--- src/rtl/mat_pair_loader_pkg.sv ---
// Shared constants and state encoding for the matrix pair loader.
package mat_pair_loader_pkg;

  localparam int unsigned ELEM_W = 8;
  localparam int unsigned N_ELEM = 9;
  localparam int unsigned MAT_W  = ELEM_W * N_ELEM;
  localparam int unsigned CNT_W  = 4;

  typedef enum logic [1:0] {
    LOAD_A = 2'd0,
    LOAD_B = 2'd1,
    HOLD   = 2'd2
  } state_e;

endpackage

--- src/rtl/mat_pair_loader_if.sv ---
// Element-stream input and matrix-pair output bundle of the loader.
interface mat_pair_loader_if #(
  parameter int unsigned ELEM_W = mat_pair_loader_pkg::ELEM_W,
  parameter int unsigned N_ELEM = mat_pair_loader_pkg::N_ELEM
);

  localparam int unsigned MAT_W = ELEM_W * N_ELEM;

  logic [ELEM_W-1:0] in_data;
  logic              in_valid;
  logic              in_ready;
  logic [MAT_W-1:0]  a_out;
  logic [MAT_W-1:0]  b_out;
  logic              out_valid;
  logic              out_ready;
  logic              loading_b;

  modport master (
    output in_data, in_valid, out_ready,
    input  in_ready, a_out, b_out, out_valid, loading_b
  );

  modport slave (
    input  in_data, in_valid, out_ready,
    output in_ready, a_out, b_out, out_valid, loading_b
  );

endinterface

--- src/rtl/mat_pair_loader.sv ---
// Collects an 18-element stream into packed 3x3 matrices A and B and
// presents them as one pair until the downstream multiplier takes it.
module mat_pair_loader #(
  parameter int unsigned ELEM_W = mat_pair_loader_pkg::ELEM_W,
  parameter int unsigned N_ELEM = mat_pair_loader_pkg::N_ELEM
) (
  input  logic clk,
  input  logic rst,
  input  logic flush,
  mat_pair_loader_if.slave bus
);

  import mat_pair_loader_pkg::*;

  localparam int unsigned   MAT_BITS = ELEM_W * N_ELEM;
  localparam int unsigned   LSB_W    = $clog2(MAT_BITS);
  localparam logic [CNT_W-1:0] LAST  = CNT_W'(N_ELEM - 1);

  state_e               state_q;
  logic [CNT_W-1:0]     cnt_q;
  logic [CNT_W-1:0]     cnt_d;
  logic [MAT_BITS-1:0]  a_q;
  logic [MAT_BITS-1:0]  b_q;
  logic                 in_ready_q;
  logic                 out_valid_q;
  logic                 loading_b_q;

  logic                 accept_c;
  logic                 last_c;
  logic [LSB_W-1:0]     lsb_c;

  // Element k lands in slot k counted from the MS end of the matrix word.
  always_comb begin
    accept_c = bus.in_valid && in_ready_q && !flush;
    last_c   = (cnt_q == LAST);
    cnt_d    = last_c ? '0 : cnt_q + CNT_W'(1);
    lsb_c    = LSB_W'(ELEM_W * (N_ELEM - 1 - 32'(cnt_q)));
  end

  always_ff @(posedge clk or posedge rst) begin
    if (rst) begin
      state_q     <= LOAD_A;
      cnt_q       <= '0;
      a_q         <= '0;
      b_q         <= '0;
      in_ready_q  <= 1'b1;
      out_valid_q <= 1'b0;
      loading_b_q <= 1'b0;
    end else if (flush) begin
      // Abort wins over accept and hand-off; matrix contents are kept.
      state_q     <= LOAD_A;
      cnt_q       <= '0;
      in_ready_q  <= 1'b1;
      out_valid_q <= 1'b0;
      loading_b_q <= 1'b0;
    end else begin
      case (state_q)
        LOAD_A: begin
          if (accept_c) begin
            a_q[lsb_c +: ELEM_W] <= bus.in_data;
            cnt_q                <= cnt_d;
            if (last_c) begin
              state_q     <= LOAD_B;
              loading_b_q <= 1'b1;
            end
          end
        end
        LOAD_B: begin
          if (accept_c) begin
            b_q[lsb_c +: ELEM_W] <= bus.in_data;
            cnt_q                <= cnt_d;
            if (last_c) begin
              state_q     <= HOLD;
              loading_b_q <= 1'b0;
              in_ready_q  <= 1'b0;
              out_valid_q <= 1'b1;
            end
          end
        end
        HOLD: begin
          if (bus.out_ready) begin
            state_q     <= LOAD_A;
            in_ready_q  <= 1'b1;
            out_valid_q <= 1'b0;
          end
        end
        default: begin
          state_q     <= LOAD_A;
          cnt_q       <= '0;
          in_ready_q  <= 1'b1;
          out_valid_q <= 1'b0;
          loading_b_q <= 1'b0;
        end
      endcase
    end
  end

  assign bus.in_ready  = in_ready_q;
  assign bus.out_valid = out_valid_q;
  assign bus.loading_b = loading_b_q;
  assign bus.a_out     = a_q;
  assign bus.b_out     = b_q;

endmodule

--- src/flat_wrapper.sv ---
// flat-port wrapper written by rule: the top's interface ports become plain ports
module mat_pair_loader_flat import mat_pair_loader_pkg::*;
#(
  parameter int unsigned ELEM_W = mat_pair_loader_pkg::ELEM_W,
  parameter int unsigned N_ELEM = mat_pair_loader_pkg::N_ELEM
)
  (clk, rst, flush, bus_in_data, bus_in_valid, bus_out_ready, bus_in_ready, bus_a_out, bus_b_out, bus_out_valid, bus_loading_b);
  mat_pair_loader_if #(.ELEM_W(ELEM_W), .N_ELEM(N_ELEM)) bus_i ();
  input  logic clk;
  input  logic rst;
  input  logic flush;
  input wire logic [$bits(bus_i.in_data)-1:0] bus_in_data;
  input wire logic [$bits(bus_i.in_valid)-1:0] bus_in_valid;
  input wire logic [$bits(bus_i.out_ready)-1:0] bus_out_ready;
  output wire logic [$bits(bus_i.in_ready)-1:0] bus_in_ready;
  output wire logic [$bits(bus_i.a_out)-1:0] bus_a_out;
  output wire logic [$bits(bus_i.b_out)-1:0] bus_b_out;
  output wire logic [$bits(bus_i.out_valid)-1:0] bus_out_valid;
  output wire logic [$bits(bus_i.loading_b)-1:0] bus_loading_b;
  assign bus_i.in_data = bus_in_data;
  assign bus_i.in_valid = bus_in_valid;
  assign bus_i.out_ready = bus_out_ready;
  assign bus_in_ready = bus_i.in_ready;
  assign bus_a_out = bus_i.a_out;
  assign bus_b_out = bus_i.b_out;
  assign bus_out_valid = bus_i.out_valid;
  assign bus_loading_b = bus_i.loading_b;
  mat_pair_loader #(.ELEM_W(ELEM_W), .N_ELEM(N_ELEM)) u_core (.clk(clk), .rst(rst), .flush(flush), .bus(bus_i));
endmodule
--- config.mk ---
export PLATFORM = sky130hd
export DESIGN_NAME = mat_pair_loader_flat
export DESIGN_NICKNAME = d
export VERILOG_FILES = /design/src/rtl/mat_pair_loader_pkg.sv /design/src/rtl/mat_pair_loader_if.sv /design/src/rtl/mat_pair_loader.sv /design/src/flat_wrapper.sv
export SDC_FILE = /design/constraint.sdc
export NUM_CORES = 1
export LEC_CHECK = 0
export BUFFER_PORTS_ARGS = -buffer_cell sky130_fd_sc_hd__buf_2
export CAP_MARGIN = 20
export CELL_PAD_IN_SITES_DETAIL_PLACEMENT = 1
export CELL_PAD_IN_SITES_GLOBAL_PLACEMENT = 2
export CORE_MARGIN = 3
export CORE_UTILIZATION = 38
export DETAILED_ROUTE_END_ITERATION = 6
export PLACE_DENSITY = 0.85
export SKIP_LAST_GASP = 1
export SLEW_MARGIN = 10
export SYNTH_ARGS = -nofsm -noshare
export SYNTH_HDL_FRONTEND = slang
export SYNTH_SLANG_ARGS = --single-unit
export TNS_END_PERCENT = 100
--- constraint.sdc ---
create_clock -name clk -period 8.66 [get_ports clk]
set_input_delay 1.732 -clock clk [delete_from_list [all_inputs] [get_ports clk]]
set_output_delay 1.732 -clock clk [all_outputs]
set_load 0.01 [all_outputs]
* Word level (Yosys, flattened, before mapping)
Index checks and enable logic that the tools add are counted.
Word-level totals: register bits 153, input port bits 13, output and inout bits 147, word-level logic and storage cells 60
Operators by class: $add $sub $neg 3, equal/unequal tests 11, shift operators 2, muxes and demuxes 25, bitwise gates (word level) 1, reductions and logical operators 11
Operators by type and width (number):
- $bwmux W72 | 2
- $shift A8 B9 Y72 const A | 1
- $shiftx A8 B9 Y72 | 1
- $mux W2 | 6
- $mux W4 | 3
- $ne A3 B2 Y1 const B | 4
- $reduce_and A5 Y1 | 2
- $mux W1 | 9
- $neg A7 Y9 | 1
- $pmux W1 S3 | 3
- $pmux W4 S2 | 1
- $pmux W2 S3 | 1
- $reduce_and A3 Y1 | 2
- $add A4 B1 Y4 const B | 1
- $eq A4 B4 Y1 const B | 1
- $ne A2 B2 Y1 const B | 2
- $reduce_and A4 Y1 | 1
- $sub A4 B4 Y4 const A | 1
- $ne A3 B1 Y1 const B | 1
- $ne A3 B3 Y1 const B | 1
- $eq A2 B1 Y1 const B | 1
- $eq A2 B2 Y1 const B | 1
- $logic_and A1 B1 Y1 | 2
- $logic_not A2 Y1 | 1
- 4 further kinds | 4

* Logic depth before layout (Yosys ltp)
word-level depth 5, gate-level depth with buffers 11

* Worst setup path before layout
OpenSTA, ideal clock, no wires.
kind input to register, start input port flush, end register u_core.b_q[32], in the netlist u_core.bus.b_out[32], setup time 125 ps, arrival time 3233 ps, setup slack 5302 ps, stages 5, path buffers 1, path through clkbuf_1 > or3_1 > nor2_1 > nand4_2 > mux2_2
On the way: longest elaborated chain between the ends 3, elaborated cells between the ends (all ways) 4, those cells by class bitwise: 1; reduce/logical: 3
Ends and longest elaborated chain:
- from (decl) | RTL line flat_wrapper.sv:11 | input logic flush;
- $logic_not A1 Y1 | RTL line mat_pair_loader.sv:34 | accept_c = bus.in_valid && in_ready_q && !flush;
- $logic_and A1 B1 Y1 | RTL line mat_pair_loader.sv:34
- $reduce_and A3 Y1 (no line) (*)
- to (signal, indexed assignment) | RTL line mat_pair_loader.sv:70 | b_q[lsb_c +: ELEM_W] <= bus.in_data;
- to (decl) | RTL line mat_pair_loader.sv:23 | logic [MAT_BITS-1:0] b_q;
Every way passes the cells marked *; elsewhere a longest branch is shown, timed or not. A chain may end at the register's enable or synchronous reset.

* Final worst setup path
start register u_core.cnt_q[0], end register u_core.a_q[71], in the netlist u_core.bus.a_out[71]
On the way: longest elaborated chain between the ends 4, elaborated cells between the ends (all ways) 5, those cells by class add/sub: 2; shift: 2; mux: 1
Ends and longest elaborated chain:
- from (decl) | RTL line mat_pair_loader.sv:20 | logic [CNT_W-1:0] cnt_q;
- from (signal assigned) | RTL line mat_pair_loader.sv:61 | cnt_q <= cnt_d;
- from (signal assigned) | RTL line mat_pair_loader.sv:71 | cnt_q <= cnt_d;
- $sub A4 B4 Y4 (*) | RTL line mat_pair_loader.sv:37 | lsb_c = LSB_W'(ELEM_W * (N_ELEM - 1 - 32'(cnt_q)));
- $neg A7 Y9 (*) | RTL line mat_pair_loader.sv:60 | a_q[lsb_c +: ELEM_W] <= bus.in_data;
- $shiftx A8 B9 Y72 or $shift A8 B9 Y72 (tied branches) | RTL line mat_pair_loader.sv:60
- $bwmux W72 (*) | RTL line mat_pair_loader.sv:60
- to (signal, indexed assignment) | RTL line mat_pair_loader.sv:60
- to (decl) | RTL line mat_pair_loader.sv:22 | logic [MAT_BITS-1:0] a_q;
Marks and branches as above.

==> flow_metrics.py <==
metrics = {
    "min_path": {
        "min_from": "u_core.bus.b_out[5]$_DFFE_PP0P_",
        "min_to": "u_core.bus.b_out[5]$_DFFE_PP0P_",
        "hold-path-cell-count": 2,
        "min_path_type": "register to register",
    },
    "clocking": {
        "cts.clk_slew.worst_paths_ns": 0.06,
        "ctsResizeCount": 0,
        "cts.sink_count": 153,
        "postCtsSetupBuffers": 0,
        "ctsHoldBuffers": 0,
        "clkLatencyLatePin_ns": 0.42,
        "cts_root_buf": "clkbuf_16",
        "ctsHtreeMaxLevel": 4,
        "cts_buffers": 17,
        "cts_tree": "yes",
        "cts-root-to-sink-buffers": 2,
    },
    "synth": {
        "synth_edf_count": 0,
        "yosysWarnings": 0,
        "muxShareOfSynthArea_pct": 23.20,
        "async_flop_share_pct": 100.0,
        "synth_top_family_by_area": "multiplexers",
        "netlist_area_um2": 6305,
        "synthSimpleGateAreaFrac_pct": 9.168,
        "synth_compound_area_share_pct": 3.552,
        "synth_cell_types": 43,
        "avgSynthCellArea_um2": 13.68,
        "synthAdderAreaFrac_pct": 0.7938,
        "synthXorXnorAreaFrac_pct": 0.4167,
        "synth_fp_nets": 478,
        "syn_inst": 461,
        "synthFlopType": "dfrtp_1",
        "synth_seq_area_share_pct": 60.75,
        "ys_ff_latch": 153,
    },
    "final_layout": {
        "drive_above_1_share_pct": 52.13,
        "final_net_count": 639,
        "syn_to_final_growth_pct": 25.76,
        "fill_cells": 1712,
        "diodes": 0,
    },
    "critical_path": {
        "timing.rr.end": "u_core.bus.a_out[71]$_DFFE_PP0P_",
        "r2r-start": "u_core.cnt_q[0]$_DFFE_PP0P_",
        "path_class": "register to register",
        "crit_arrival_ns": 4.15,
        "cp.required_ns": 8.97,
        "start_kind": "register",
        "r2r_slack_ns": 4.81,
        "crit_path_end_kind": "register",
        "crit_fanout": 21,
        "reg2reg_depth": 7,
    },
    "floorplanning": {
        "die-area_um2": 18170,
        "core_area_um2": 16060,
        "pin_count": 160,
        "start_util_pct": 39.26,
        "placementRows": 46,
        "die_y_um": 134.8,
        "fp.dieW_um": 134.8,
    },
    "routing": {
        "drc": 0,
        "vias": 4369,
        "via_per_inst": 5.134,
        "wire_per_inst_um": 20.43,
        "wl_mm": 17.39,
        "first_pass_iters": 4,
        "ant_nets": 0,
        "dr.first_iter.drc_count": 161,
    },
    "placed_design": {
        "place_hpwl_mm": 12.15,
        "gp_congestion": 0.7649,
        "io_buffers": 159,
    },
    "sta": {
        "finalCritPeriodShare_pct": 44.41,
        "setup_tns_ns": 0,
        "slew_headroom_pct": 33.99,
        "skew_ns": 0.01067,
        "slew_violations": 0,
        "clock.fmax_ghz": 0.2600,
        "rsz0062_at_grt": "no",
        "hold_viol": 0,
        "setup_violations": 0,
        "tightest_slew_ns": 0.9902,
        "min_period_ns": 3.846,
    },
    "global_route": {
        "grt_pass1_wl_mm": 27.07,
        "grt_pass1_vias": 4655,
        "grt_overflow_total": 0,
        "antenna_found_initial": 0,
        "grt_max_degree": 80,
        "track_usage_pct": 19.73,
    },
    "power": {
        "report.power.total_mw": 1.773,
        "p_per_area_nw_per_um2": 223.6,
        "p_int_mw": 1.337,
        "power_leakage_nw": 4.344,
        "power_switching_uw": 435.6,
        "clkPwrFrac_pct": 44.0,
        "switching_share_pct": 24.57,
        "ir_drop_v": 0.0001542,
        "combPwrFrac_pct": 11.4,
        "seqPwrFrac_pct": 44.7,
    },
    "run": {
        "drv_cap": 0,
    },
    "outcome": {
        "status": "complete, no violations",
    },
}
==> cell families (layout without fill, tap and decap cells) <==
| group | count (synthesis) | count (layout) |
|---|---|---|
| XOR/XNOR | 3 | 3 |
| flip-flops | 153 | 153 |
| AO/OA/AOI/OAI | 35 | 35 |
| multiplexers | 130 | 130 |
| adder cells (fa/ha/maj) | 4 | 4 |
| AND/OR/NAND/NOR | 103 | 103 |
| buffers and inverters | 33 | 207 |
==> flip-flops by register name (all words and copies together) (netlist names) <==
name                  cells
u_core.bus.in_ready       1
u_core.state_q            2
u_core.bus.b_out         72
u_core.bus.out_valid      1
u_core.cnt_q              4
u_core.bus.loading_b      1
u_core.bus.a_out         72
==> layout by cell type, fill, tap and decap left out, types with 2 or more instances in the layout <==
| cell | netlist | routed |
|---|---|---|
| buf_2 | 2 | 159 |
| ha_1 | 4 | 4 |
| bufinv_16 | 0 | 4 |
| nand2_1 | 24 | 24 |
| nor3_1 | 3 | 3 |
| or4_1 | 2 | 2 |
| nand3_2 | 7 | 7 |
| inv_1 | 14 | 13 |
| mux2_2 | 129 | 129 |
| nand3_1 | 10 | 10 |
| a21oi_1 | 2 | 2 |
| a2bb2oi_1 | 2 | 2 |
| clkinv_4 | 0 | 2 |
| or3_1 | 2 | 2 |
| nor2_1 | 16 | 16 |
| and3_1 | 9 | 9 |
| buf_4 | 2 | 2 |
| clkbuf_8 | 0 | 2 |
| clkinv_2 | 0 | 2 |
| clkbuf_16 | 0 | 17 |
| clkbuf_1 | 14 | 5 |
| o21ai_0 | 22 | 22 |
| dfrtp_1 | 152 | 152 |
| and2_1 | 20 | 20 |
| xnor2_1 | 2 | 2 |
==> worst max-delay path by stage <==
stage | slack, ns | end | start
floorplan | 2.81 | u_core.bus.a_out[0]$_DFFE_PP0P_ | rst
global placement | 4.91 | u_core.bus.a_out[64]$_DFFE_PP0P_ | u_core.cnt_q[0]$_DFFE_PP0P_
detailed placement | 4.86 | u_core.bus.a_out[68]$_DFFE_PP0P_ | u_core.cnt_q[0]$_DFFE_PP0P_
CTS | 4.83 | u_core.bus.a_out[71]$_DFFE_PP0P_ | u_core.cnt_q[0]$_DFFE_PP0P_
global route | 4.62 | u_core.bus.a_out[66]$_DFFE_PP0P_ | u_core.cnt_q[0]$_DFFE_PP0P_
finish | 4.81 | u_core.bus.a_out[71]$_DFFE_PP0P_ | u_core.cnt_q[0]$_DFFE_PP0P_
==> per-layer routing <==
layer  wire, um  GRT usage, %
met4        288         5.543
met3        948         6.222
met5          0             0
met2       8596         31.91
met1       7556         25.76
==> per-stage QoR <==
stage | setup WS [ns] | instances | cell area (um2) | hold WS (ns) | utilization (%)
after CTS | 4.825 | 850 | 7921 | 0.4993 | 49.33
after global placement | 4.913 | 818 | 7302 | 0.4600 | 45.47
after detailed placement | 4.856 | 818 | 7302 | 0.4768 | 45.47
after global routing | 4.618 | 851 | 7929 | 0.5094 | 49.38
after floorplan | 2.808 | 461 | 6305 | 0.5162 | -
final | 4.814 | 851 | 7929 | 0.4934 | 49.38
==> cell type report <==
cell class / instances / area (um2) / share of cell area (%)
sequential: 153 / 3830 / 48.30
multi-input combinational: 275 / 2341 / 29.53
timing repair buffer: 161 / 810.8 / 10.23
clock buffer: 24 / 471.7 / 5.949
tap: 216 / 270.3 / 3.409
clock inverter: 8 / 147.6 / 1.862
inverter: 14 / 57.56 / 0.7259
==> worst max-delay path, cell delays in order, from the launching register on <==
cell and delay, ns:
dfrtp_1 0.75, inv_1 0.27, ha_1 0.57, nand2b_1 0.27, mux2_2 0.31, a311oi_4 0.63, and3_1 0.54, mux2_2 0.39
==> synthesized netlist by cell type, types with 2 or more instances <==
cell type / n / share of area (%)
dfrtp_1: 152 / 60
or3_1: 2 / 0.20
xnor2_1: 2 / 0.28
mux2_2: 129 / 23
buf_2: 2 / 0.16
a2bb2oi_1: 2 / 0.28
nand3_1: 10 / 0.79
a21oi_1: 2 / 0.16
and2_1: 20 / 2.0
nor3_1: 3 / 0.24
clkbuf_1: 14 / 0.83
nor2_1: 16 / 0.95
ha_1: 4 / 0.79
buf_4: 2 / 0.24
or4_1: 2 / 0.24
nand3_2: 7 / 1.1
nand2_1: 24 / 1.4
inv_1: 14 / 0.83
o21ai_0: 22 / 1.7
and3_1: 9 / 0.89
==> power groups by stage <==
stage / logic [mW] / clock network [mW] / registers, mW
floorplan: 0.0936 / 0 / 0.819
global placement: 0.193 / 0 / 0.801
detailed placement: 0.203 / 0 / 0.802
CTS: 0.205 / 0.795 / 0.792
global route: 0.224 / 0.830 / 0.797
finish: 0.201 / 0.779 / 0.792
(Power assumes the default switching activity.)
